--- config.mk ---
export PLATFORM = sky130hd
export DESIGN_NAME = multicycle_controller
export DESIGN_NICKNAME = d
export VERILOG_FILES = /design/src/rtl/multicycle_controller.sv
export SDC_FILE = /design/constraint.sdc
export NUM_CORES = 1
export LEC_CHECK = 0
export CAP_MARGIN = 40
export CORE_MARGIN = 1
export CORE_UTILIZATION = 37
export CTS_CLUSTER_DIAMETER = 60
export CTS_CLUSTER_SIZE = 12
export DETAILED_ROUTE_END_ITERATION = 7
export PLACE_DENSITY = 0.73
export SYNTH_ARGS = -nofsm -noshare
export SYNTH_HDL_FRONTEND = slang
export SYNTH_SLANG_ARGS = --single-unit
--- constraint.sdc ---
create_clock -name clk -period 1.6 [get_ports clk]
set_input_delay 0.32 -clock clk [delete_from_list [all_inputs] [get_ports clk]]
set_output_delay 0.32 -clock clk [all_outputs]
set_load 0.02 [all_outputs]
--- src/rtl/multicycle_controller.sv ---
// multicycle_controller
// Moore FSM that sequences a shared-memory multicycle RV32I datapath
// (lw, sw, R-type, I-type ALU, beq, jal, lui). One instruction in flight,
// memory accesses stall on MemReady, unsupported opcodes raise IllegalOp.
// Optional build macro: MC_PERF_CNT_EN adds CycleCount/InstrCount counters.
module multicycle_controller #(
   parameter int unsigned CNT_WIDTH = 32
) (
   input  logic       clk,
   input  logic       reset,
   input  logic [6:0] op,
   input  logic       Zero,
   input  logic       MemReady,
   output logic       PCWrite,
   output logic       AdrSrc,
   output logic       MemWrite,
   output logic       IRWrite,
   output logic [1:0] ResultSrc,
   output logic [1:0] ALUSrcA,
   output logic [1:0] ALUSrcB,
   output logic [1:0] ALUOp,
   output logic [2:0] ImmSrc,
   output logic       RegWrite,
   output logic       IllegalOp
`ifdef MC_PERF_CNT_EN
   ,
   output logic [CNT_WIDTH-1:0] CycleCount,
   output logic [CNT_WIDTH-1:0] InstrCount
`endif
);

   // Opcodes handled by this controller
   localparam logic [6:0] OP_LW   = 7'b0000011;
   localparam logic [6:0] OP_SW   = 7'b0100011;
   localparam logic [6:0] OP_R    = 7'b0110011;
   localparam logic [6:0] OP_I    = 7'b0010011;
   localparam logic [6:0] OP_BEQ  = 7'b1100011;
   localparam logic [6:0] OP_JAL  = 7'b1101111;
   localparam logic [6:0] OP_LUI  = 7'b0110111;

   // FSM state encodings; codes 12..15 are unused and recover to FETCH
   localparam logic [3:0] S_FETCH    = 4'd0;
   localparam logic [3:0] S_DECODE   = 4'd1;
   localparam logic [3:0] S_MEMADR   = 4'd2;
   localparam logic [3:0] S_MEMREAD  = 4'd3;
   localparam logic [3:0] S_MEMWB    = 4'd4;
   localparam logic [3:0] S_MEMWRITE = 4'd5;
   localparam logic [3:0] S_EXECR    = 4'd6;
   localparam logic [3:0] S_EXECI    = 4'd7;
   localparam logic [3:0] S_ALUWB    = 4'd8;
   localparam logic [3:0] S_BEQ      = 4'd9;
   localparam logic [3:0] S_JAL      = 4'd10;
   localparam logic [3:0] S_LUI      = 4'd11;

   // A zero-width counter would be meaningless
   if (CNT_WIDTH < 1) begin : g_bad_cnt_width
      $error("multicycle_controller: CNT_WIDTH must be at least 1");
   end

   logic [3:0] state_q;
   logic [3:0] state_d;

   // Un-gated per-state controls; write enables are masked by reset below
   logic pc_update;
   logic branch;
   logic ir_write_raw;
   logic mem_write_raw;
   logic reg_write_raw;
   logic illegal_raw;
   logic op_supported;

   assign op_supported = (op == OP_LW)  || (op == OP_SW)  || (op == OP_R)   ||
                         (op == OP_I)   || (op == OP_BEQ) || (op == OP_JAL) ||
                         (op == OP_LUI);

   // State register: reset returns to FETCH, abandoning any instruction
   always_ff @(posedge clk) begin
      if (reset) begin
         state_q <= S_FETCH;
      end else begin
         state_q <= state_d;
      end
   end

   // Next-state logic; op is looked at only in DECODE and MEMADR
   always_comb begin
      state_d = S_FETCH;
      case (state_q)
         S_FETCH:    state_d = MemReady ? S_DECODE : S_FETCH;
         S_DECODE: begin
            case (op)
               OP_LW, OP_SW: state_d = S_MEMADR;
               OP_R:         state_d = S_EXECR;
               OP_I:         state_d = S_EXECI;
               OP_BEQ:       state_d = S_BEQ;
               OP_JAL:       state_d = S_JAL;
               OP_LUI:       state_d = S_LUI;
               default:      state_d = S_FETCH;
            endcase
         end
         S_MEMADR: begin
            if (op == OP_LW) begin
               state_d = S_MEMREAD;
            end else if (op == OP_SW) begin
               state_d = S_MEMWRITE;
            end else begin
               state_d = S_FETCH;
            end
         end
         S_MEMREAD:  state_d = MemReady ? S_MEMWB : S_MEMREAD;
         S_MEMWB:    state_d = S_FETCH;
         S_MEMWRITE: state_d = MemReady ? S_FETCH : S_MEMWRITE;
         S_EXECR:    state_d = S_ALUWB;
         S_EXECI:    state_d = S_ALUWB;
         S_ALUWB:    state_d = S_FETCH;
         S_BEQ:      state_d = S_FETCH;
         S_JAL:      state_d = S_ALUWB;
         S_LUI:      state_d = S_FETCH;
         default:    state_d = S_FETCH;
      endcase
   end

   // Per-state datapath controls; anything not set in a state stays 0
   always_comb begin
      AdrSrc        = 1'b0;
      ResultSrc     = 2'b00;
      ALUSrcA       = 2'b00;
      ALUSrcB       = 2'b00;
      ALUOp         = 2'b00;
      pc_update     = 1'b0;
      branch        = 1'b0;
      ir_write_raw  = 1'b0;
      mem_write_raw = 1'b0;
      reg_write_raw = 1'b0;
      illegal_raw   = 1'b0;
      case (state_q)
         S_FETCH: begin
            ALUSrcB      = 2'b10;
            ResultSrc    = 2'b10;
            ir_write_raw = MemReady;
            pc_update    = MemReady;
         end
         S_DECODE: begin
            ALUSrcA     = 2'b01;
            ALUSrcB     = 2'b01;
            illegal_raw = ~op_supported;
         end
         S_MEMADR: begin
            ALUSrcA = 2'b10;
            ALUSrcB = 2'b01;
         end
         S_MEMREAD: begin
            AdrSrc = 1'b1;
         end
         S_MEMWB: begin
            ResultSrc     = 2'b01;
            reg_write_raw = 1'b1;
         end
         S_MEMWRITE: begin
            AdrSrc        = 1'b1;
            mem_write_raw = 1'b1;
         end
         S_EXECR: begin
            ALUSrcA = 2'b10;
            ALUOp   = 2'b10;
         end
         S_EXECI: begin
            ALUSrcA = 2'b10;
            ALUSrcB = 2'b01;
            ALUOp   = 2'b10;
         end
         S_ALUWB: begin
            reg_write_raw = 1'b1;
         end
         S_BEQ: begin
            ALUSrcA = 2'b10;
            ALUOp   = 2'b01;
            branch  = 1'b1;
         end
         S_JAL: begin
            ALUSrcA   = 2'b01;
            ALUSrcB   = 2'b10;
            pc_update = 1'b1;
         end
         S_LUI: begin
            ResultSrc     = 2'b11;
            reg_write_raw = 1'b1;
         end
         default: begin
            AdrSrc = 1'b0;
         end
      endcase
   end

   // Immediate format select, decoded straight from the opcode
   always_comb begin
      case (op)
         OP_SW:   ImmSrc = 3'b001;
         OP_BEQ:  ImmSrc = 3'b010;
         OP_JAL:  ImmSrc = 3'b011;
         OP_LUI:  ImmSrc = 3'b100;
         default: ImmSrc = 3'b000;
      endcase
   end

   // Write enables are forced low while reset is held so nothing partial lands
   assign PCWrite   = ~reset & (pc_update | (branch & Zero));
   assign IRWrite   = ~reset & ir_write_raw;
   assign MemWrite  = ~reset & mem_write_raw;
   assign RegWrite  = ~reset & reg_write_raw;
   assign IllegalOp = ~reset & illegal_raw;

`ifdef MC_PERF_CNT_EN
   logic [CNT_WIDTH-1:0] cycle_cnt_q;
   logic [CNT_WIDTH-1:0] cycle_cnt_d;
   logic [CNT_WIDTH-1:0] instr_cnt_q;
   logic [CNT_WIDTH-1:0] instr_cnt_d;

   // Counters wrap naturally at 2^CNT_WIDTH
   always_comb begin
      cycle_cnt_d = cycle_cnt_q + 1'b1;
      instr_cnt_d = IRWrite ? instr_cnt_q + 1'b1 : instr_cnt_q;
   end

   // Performance counters, cleared by reset
   always_ff @(posedge clk) begin
      if (reset) begin
         cycle_cnt_q <= '0;
         instr_cnt_q <= '0;
      end else begin
         cycle_cnt_q <= cycle_cnt_d;
         instr_cnt_q <= instr_cnt_d;
      end
   end

   assign CycleCount = cycle_cnt_q;
   assign InstrCount = instr_cnt_q;
`endif

endmodule

**After elaboration in Yosys (flattened, before gate mapping)**

Index checks and enable logic that the tools add are counted.
Widths: inputs -> output; s select.

- Flip-flop bits (word level): 4
- Input port bits: 11
- Output and inout bits: 17
- Logic and storage cells: 63

- Eq/ne operators: 18
- Muxes and demuxes: 19
- Bitwise operators: 9
- Reductions and logical operators: 16

Operators with widths:

| operator | number |
|---|---|
| $pmux 4 s6 | 2 |
| $eq 7x6->1 const B | 3 |
| $eq 4x3->1 const B | 4 |
| $eq 4x4->1 const B | 4 |
| $eq 7x7->1 const B | 2 |
| $mux 3 | 4 |
| $pmux 2 s2 | 3 |
| $pmux 3 s4 | 1 |
| $reduce_or 2->1 | 5 |
| $reduce_or 3->1 | 3 |
| $eq 4x2->1 const B | 2 |
| $eq 7x2->1 const B | 1 |
| $eq 7x5->1 const B | 1 |
| $mux 1 | 7 |
| $and 1x1->1 | 6 |
| $logic_or 1x1->1 | 6 |
| $pmux 2 s3 | 1 |
| $eq 4x1->1 const B | 1 |
| $logic_not 4->1 | 1 |
| $reduce_or 4->1 | 1 |
| $not 1->1 | 2 |
| $pmux 1 s2 | 1 |
| $or 1x1->1 | 1 |

**Depth between registers and ports, before layout**

- Word-level depth: 10
- Gate-level depth with buffers: 6

**Worst setup path before layout**

OpenSTA, ideal clock, no wires.

- Path kind: flip-flop to output port
- Start: reg state_q[0]
- End: out IllegalOp
- Arrival: 1.752 ns
- Path slack: -0.472 ns
- Cell stages (with the launch flop): 5
- Path buffers: 1
- Cell sequence: dfxtp_1 > clkbuf_1 > nand2b_1 > nor3_1 > nor4b_1

- Word-level cells in the longest chain between the ends: 3

RTL lines:

| item | RTL line | source |
|---|---|---|
| start, declared | 60 | `logic [3:0] state_q;` |
| start signal, assigned | 81 | `state_q <= state_d;` |
| $eq 4x1->1 | 136 | `case (state_q)` |
| $mux 1 | 136 |  |
| $and 1x1->1 | 211 | `assign IllegalOp = ~reset & illegal_raw;` |
| end, declared | 24 | `output logic IllegalOp` |

Every way passes these cells.

**Worst setup path in the final report**

- Start: reg state_q[3]
- End: out PCWrite

- Word-level cells in the longest chain between the ends: 5
- Elaborated cells on any way between the ends: 8
- Classes of those cells: eq/ne: 2; mux: 2; bitwise: 3; reduce/logical: 1

RTL lines:

| item | RTL line | source |
|---|---|---|
| $eq 4x4->1 | 136 |  |
| $mux 1 | 136 |  |
| $and 1x1->1 | 207 | `assign PCWrite = ~reset & (pc_update \| (branch & Zero));` |
| $or 1x1->1 (*) | 207 |  |
| $and 1x1->1 (*) | 207 |  |
| end, declared | 14 | `output logic PCWrite,` |

Mark *: on every way between the ends. The rest lies on a longest branch, timed or not.

==> metrics.md <==
| Metric | Value |
|---|---|
| Synth area leaders | `dfxtp_1, nand2b_1, nor2_1, a21oi_1, nand3_1` |
| First-pass DRT Iterations | `6` |
| Placed cell count | `between 150 and 200` |
| Clock skew | `roughly 0.0064 ns` |
| Met3 Use GR | `0.0531` |
| TritonCTS clock tree | `yes` |
| WL final | `3.85 mm` |
| Largest Register | `state_q` |
| Fin crit period | `1.84 ns` |
| Fin util | `0.941` |
| FF-to-FF setup slack | `-0.18 ns` |
| Worst Setup End Kind | `output port` |
| Critical Path Slowest Stage Cell | `or3b_4` |
| Die Span Y | `44.4 um` |
| Syn Area/Cell | `roughly 6.5 um^2` |
| Most instantiated library cell after synthesis | `nor2_1` |
| Core area | `0.00159 mm^2` |
| Buf+Inv Stages, Crit Path | `1` |
| Hold Fails Final Rpt | `0` |
| DRC | `1` |
| Die Wd | `44.4 um` |
| Largest regs | `state_q (4)` |
| Worst Path Required | `about 1.3 ns` |
| GPL Wtd Cong | `0.802` |
| H-tree depth | `1` |
| First-pass GRT wire length | `approximately 4.6 mm` |
| PnR worst setup slack | `-0.245 ns` |
| Clock sinks | `4` |
| Failing checks | `design-rule violations, negative setup slack` |
| Met2 usage | `0.532` |
| M1 GR Usage | `0.418` |
| Fin crit share | `1.15` |
| Via count | `1,201` |
| Worst setup SP type | `register` |
| Post-synth top cells | `nor2_1, nand2b_1, clkbuf_1` |
| Fraction of registers with async set or reset after synthesis | `0` |
| Starting Density | `0.417` |
| Setup tns final | `-1.68 ns` |
| WL/cell | `20.0 um` |
| Antenna diode count | `0` |
| Synth cell types | `40` |
| DR vias/cell | `6.22` |
| Final setup fails | `16` |
| Post-synth EDFFs | `0` |
| Worst-margin pin slew | `just under 0.5 ns` |
| Synth area leader | `dfxtp_1` |
| Slew HR | `0.669` |
| Pwr dens | `340 mW/mm^2` |
| Leak Pwr | `0.626 nW` |
| Vias in the first global route | `997` |
| # rows | `14` |
| Congestion Overflow GR | `0` |
| Root Driver | `clkbuf_4` |
| Layout cell share with drive strength beyond 1 | `0.609` |
| YS warnings | `0` |
| Status | `finished, violations left` |
| Number of fill cells in the layout | `55` |
| Area grow syn2layout | `126%` |
| Post-route ant nets | `0` |
| Slowest stage delay, CP | `~0.42 ns` |
| Antenna violations before repair | `0` |
| CTS buffer count | `3` |
| Yosys top cell area share | `0.121` |
| GRT Util Overall | `0.314` |
| Max Freq | `542 MHz` |
| Port buffer count | `27` |
| Post-Syn Area | `roughly 660 um^2` |
| Max-cap violations | `0` |
| Mapped Nets | `113` |
| IO Count | `28` |
| Crit path arrival time | `roughly 1.5 ns` |
| DIE AREA | `0.00197 mm^2` |
| Max FFs per register | `4` |
| Finished Layout Cells | `193` |
| Critical path peak fanout | `4` |
| DRT iter0 DRCs | `61` |
| RSZ-0062 raised after global routing | `true` |
| Yosys reg bits | `4` |
| Later-pin clock latency in the skew report | `0.25 ns` |
| Synth Flop Type | `dfxtp_1` |
| Peak supply drop | `302 uV` |
| Post-synthesis sequential area ratio | `0.121` |
| Layer with the highest usage | `met2` |
| WS Path Type | `reg -> out` |
| Max-slew violations | `0` |
| Post-Syn Instances | `102` |
| Worst-path cell chain | `or3b_4 > a21oi_2 > a31oi_1 > nor3_2 > buf_4` |
| Worst-path clk slew | `0.04 ns` |
| # nets final | `182` |
| Max Root-Sink Buffers | `2` |
| Largest net degree at the start of global routing | `10` |
| DP Wirelength | `approximately 1.6 mm` |
| Worst hold path class | `in -> reg` |
| Crit-path leading delay family | `simple AND/OR/NAND/NOR gates` |
==> worst paths after layout <==
| check | start | endpoint | cells past startpoint |
|---|---|---|---|
| max | state_q[3]$_SDFF_PP0_ | PCWrite | 5 |
| min | op[3] | state_q[1]$_SDFF_PP0_ | 5 |
| max reg2reg | state_q[3]$_SDFF_PP0_ | state_q[2]$_SDFF_PP0_ | 6 |
| min reg2reg | state_q[2]$_SDFF_PP0_ | state_q[1]$_SDFF_PP0_ | 3 |
==> metal layers <==
layer  part of all wire  wire length [um]
met2               0.49              1890
met4              0.047               183
met1               0.39              1520
met5                  0                 0
met3              0.069               267
==> stage by stage <==
stage	setup WS, ns	instance area [um^2]	total power, mW	hold WS [ns]
6_report	-0.245	1500	0.511	0.601
4_1_cts	-0.191	1320	0.444	0.570
5_1_grt	-0.294	1500	0.523	0.633
3_3_place_gp	-0.936	1210	0.308	0.765
2_1_floorplan	-0.109	721	0.197	0.491
3_5_place_dp	-0.965	1210	0.312	0.761
==> final cells by class <==
| class | instances | area (um^2) | share of cell area |
|---|---|---|---|
| inverters | 3 | 11.3 | 0.00751 |
| clock buffers | 3 | 22.5 | 0.0150 |
| multi-input cells | 84 | 711 | 0.474 |
| well taps | 24 | 30.0 | 0.0200 |
| repair buffers | 75 | 631 | 0.420 |
| flip-flops and latches | 4 | 95.1 | 0.0634 |
==> logic make-up (layout without fill, tap and decap cells) <==
group,Yosys count,in the layout,share of synthesized area
AO/OA/AOI/OAI,23,23,0.226
XOR/XNOR,2,2,0.0264
buffers and inverters,14,81,0.0942
flip-flops,4,4,0.121
AND/OR/NAND/NOR,59,59,0.533
==> worst min-delay path, cell delays in order <==
cell	delay, ns
buf_6	0.09
buf_4	0.12
o32ai_1	0.08
nand4_1	0.09
a31oi_1	0.09
==> report_power, final <==
part | leakage (nW) | switching [mW] | internal (mW)
Combinational | 0.577 | 0.127 | 0.143
Clock | 0.0138 | 0.0544 | 0.0847
Sequential | 0.0355 | 0.00464 | 0.0972
==> cell usage in the layout (no fill, tap or decap), drive strengths merged, types with 2 or more instances in the layout <==
cell type    synthesis  layout
or4b                 3       3
nand3                6       6
nor3b                2       2
clkbuf               7       3
nor2                13      13
o21ai                2       2
a21oi                6       6
a31oi                4       4
buf                  4      69
nor3                 4       4
or3                  2       2
nor2b                3       3
dfxtp                4       4
inv                  3       3
nand2                4       4
nor4                 2       2
o22ai                3       3
nand2b              10      10
dlygate4sd2          0       5
nand4b               2       2
==> timing repair <==
item                                    in CTS  in global routing
endpoints found under the setup margin      21                 20
hold buffers                                 0                  0
pin swaps                                   14                  7
endpoints found under the hold margin        0                  0
cloned                                       3                  0
gates resized for setup                    123                 38
setup buffers                                8                  5
(Power assumes the default switching activity.)
